### config.mk
export PLATFORM = sky130hd
export DESIGN_NAME = flash_pattern_gen
export DESIGN_NICKNAME = d
export VERILOG_FILES = /design/src/rtl/flash_user_pkg.sv /design/src/rtl/flash_pattern_gen.sv
export SDC_FILE = /design/constraint.sdc
export NUM_CORES = 1
export LEC_CHECK = 0
export BUFFER_PORTS_ARGS = -buffer_cell sky130_fd_sc_hd__buf_2
export CAP_MARGIN = 20
export CORE_AREA = 5 5 42 44
export DETAILED_ROUTE_END_ITERATION = 10
export DIE_AREA = 0 0 47 49
export PLACE_DENSITY_LB_ADDON = 0.12
export SLEW_MARGIN = 20
export SYNTH_ARGS = -nofsm -noshare
export SYNTH_HDL_FRONTEND = slang
export SYNTH_SLANG_ARGS = --single-unit
### constraint.sdc
create_clock -name vclk -period 1.5
set_clock_uncertainty 0.15 [all_clocks]
set_input_delay 0.075 -clock vclk [all_inputs]
set_output_delay 0.075 -clock vclk [all_outputs]
set_load 0.05 [all_outputs]
### src/rtl/flash_user_pkg.sv
// Shared constants for the flash user-interface self-test master:
// controller op codes, sequencer state encoding and the default byte width.
package flash_user_pkg;

    localparam int BYTE_W = 8;

    localparam logic [1:0] OP_ERASE   = 2'd0;
    localparam logic [1:0] OP_PROGRAM = 2'd1;
    localparam logic [1:0] OP_READ    = 2'd2;

    typedef logic [3:0] state_t;

    localparam logic [3:0] S_IDLE       = 4'd0;
    localparam logic [3:0] S_ERASE_REQ  = 4'd1;
    localparam logic [3:0] S_ERASE_WAIT = 4'd2;
    localparam logic [3:0] S_PROG_REQ   = 4'd3;
    localparam logic [3:0] S_PROG_DATA  = 4'd4;
    localparam logic [3:0] S_PROG_WAIT  = 4'd5;
    localparam logic [3:0] S_READ_REQ   = 4'd6;
    localparam logic [3:0] S_READ_DATA  = 4'd7;
    localparam logic [3:0] S_DONE       = 4'd8;

endpackage

### src/rtl/flash_pattern_gen.sv
// Expected test-pattern byte for a given stream index: seed + index, wrapping
// at the data width.
module flash_pattern_gen
    import flash_user_pkg::*;
#(
    parameter int P_DATA_WIDTH = BYTE_W
) (
    input  logic [P_DATA_WIDTH-1:0] i_seed,
    input  logic [8:0]              i_idx,
    output logic [P_DATA_WIDTH-1:0] o_byte
);

    assign o_byte = i_seed + P_DATA_WIDTH'(i_idx);

endmodule

==> results.yml <==
run_status:
  status: "finished, violations left"
  violations: "setup timing"
synthesis:
  synth_xor_area_share_pct: 10.6
  yosysTopAreaCellShare_pct: 26.4
  yosys.area.top_type: "ha_1"
  synth-compound-area-share_pct: 37.4
  yosys-top-cells-area: "ha_1, a21oi_1, o211ai_1"
  yosysSeqAreaShare_pct: 0
  syn-num-nets: 67
  yosysWarnings: 0
  synthAdderAreaFrac_pct: 32.5
  ys_types: 23
  synth-simple-area-share_pct: 14.0
  synth_top_family_by_area: "compound AO/OA/AOI/OAI gates"
  yosys-mux-area-fraction_pct: 0
  avgSynthCellArea_um2: 7.89
  syn-instance-count: 42
  syn-cell-area_um2: 332
cells_and_area:
  finalNonFillerCells: 90
  area_growth_pct: 113
  final_common_cell: "buf_2"
  n_clock_buffer: 0
  nNetsFinal: 101
  antenna_cells: 0
  layout_common_cells: "buf_2, buf_4, buf_6"
  regArea_um2: 0
  drive_gt1_share_pct: 67.6
  flops_and_latches: 0
  final_util_pct: 50.4
grt:
  grt_pass1_wl_mm: 1.55
  grt_pass1_vias: 393
  grt_max_degree: 7
  grt.total_usage_pct: 7.95
  antenna_found_initial: 0
  overflow: 0
timing:
  setup_violations: 2
  relSlewSlack_pct: 82.8
  finalMaxSlewViolations: 0
  rsz0062_at_grt: "true"
  period_minus_slack_ns: 1.56
  tightest_slew_ns: 0.257
  setup_slack_ns: -0.0616
  post-route-period-util_pct: 104
  fmax_mhz: 640
  hold_viol: 0
  tns_ns: -0.123
critical_path:
  worst-path-max-fanout: 3
  critPathMostFrequentCell: "buf_6"
  worst-path-buf-inv: 3
  cp_slowest_cell: "o31a_1"
  path_delay_family: "compound AO/OA/AOI/OAI gates"
  crit_chain: "buf_6, ha_4, inv_2, fa_2, nor2b_4, o31a_1, o311ai_4, buf_6"
  cp.depth: 8
  worst-setup-path-type: "in2out"
  critPathArrivalTime_ns: 1.34
  max_stage_delay_ns: 0.28
  cp-end-kind: "primary output"
  critPathRequiredTime_ns: 1.27
  start_kind: "input pin"
route:
  wirelength_um: 931
  drcViolationCount: 0
  viasPerCell: 4.69
  wl_per_cell_um: 10.3
  drt_iter0_markers: 4
  via_count: 422
  drtAntennaViolNets: 0
  dr.pass1.iters: 2
power:
  powerDensity_nw_per_um2: 646
  power_mw: 0.456
  vdd_ir_drop_max_mv: 0.275
  p_leak_nw: 0.322
placed_design:
  portBuffers: 24
  dp_cells: 90
  place_congestion: 0.692
floorplan:
  dieArea_um2: 2300
  core_um2: 1400
  fp.dieW_um: 47
  io_pins: 25
  die-height_um: 49
  placementRows: 14
  start_util_pct: 23.7
worst_hold_path:
  min_path_type: "in2out"
  min_path_cells: 3
cts:
  hold_buffers: 0
run:
  maxCapViolCount: 0
## cell usage after synthesis (2+ instances only)
library cell,number
ha_1,7
inv_1,5
o21ai_0,2
xor2_1,2
o211ai_1,3
xnor2_1,2
a21oi_1,5
## path summary, 6_finish.rpt
| kind | slack, ns | end | startpoint |
|---|---|---|---|
| hold / removal | 0.43 | o_byte[0] | i_seed[0] |
| setup / recovery | -0.06 | o_byte[6] | i_idx[0] |
## what timing repair did
action | CTS | global route
setup endpoints to repair | 5 | 5
gates resized for setup | 16 | 7
pin swaps | 8 | 6
setup buffers | 0 | 0
## through the flow
step           hold WS [ns]  setup WS, ns  instance area, µm²
3_5_place_dp          0.433        -0.273                 609
2_1_floorplan         0.340        -0.246                 409
3_3_place_gp          0.430        -0.255                 609
6_report              0.428       -0.0616                 706
5_1_grt               0.449        -0.124                 706
4_1_cts               0.426        -0.126                 666
## where the power goes
group / switching (mW) / total [mW] / internal, mW
clock: 0 / 0 / 0
combinational: 0.264 / 0.456 / 0.192
sequential: 0 / 0 / 0
## cell type report
class	count	area (µm²)
multi-input combinational	37	443
tap	16	20.0
inverter	5	18.8
timing repair buffer	32	224
fill	142	696
## cell families after synthesis
| family | count (synthesis) |
|---|---|
| buffers and inverters | 5 |
| adders and majority gates | 8 |
| and+or+nand+nor | 7 |
| xor gates and xnor gates | 4 |
| AOI/OAI and AO/OA | 18 |
## metal layers
metal | up-vias | part of all wire (%) | global-route usage, %
met3 | 0 | 9.6 | 0.369
met1 | 185 | 43 | 11.8
met2 | 14 | 47 | 13.1
li1 | 223 | - | -
met4 | 0 | 0 | 0
met5 | - | 0 | 0
Power figures use the tool's default switching activity.
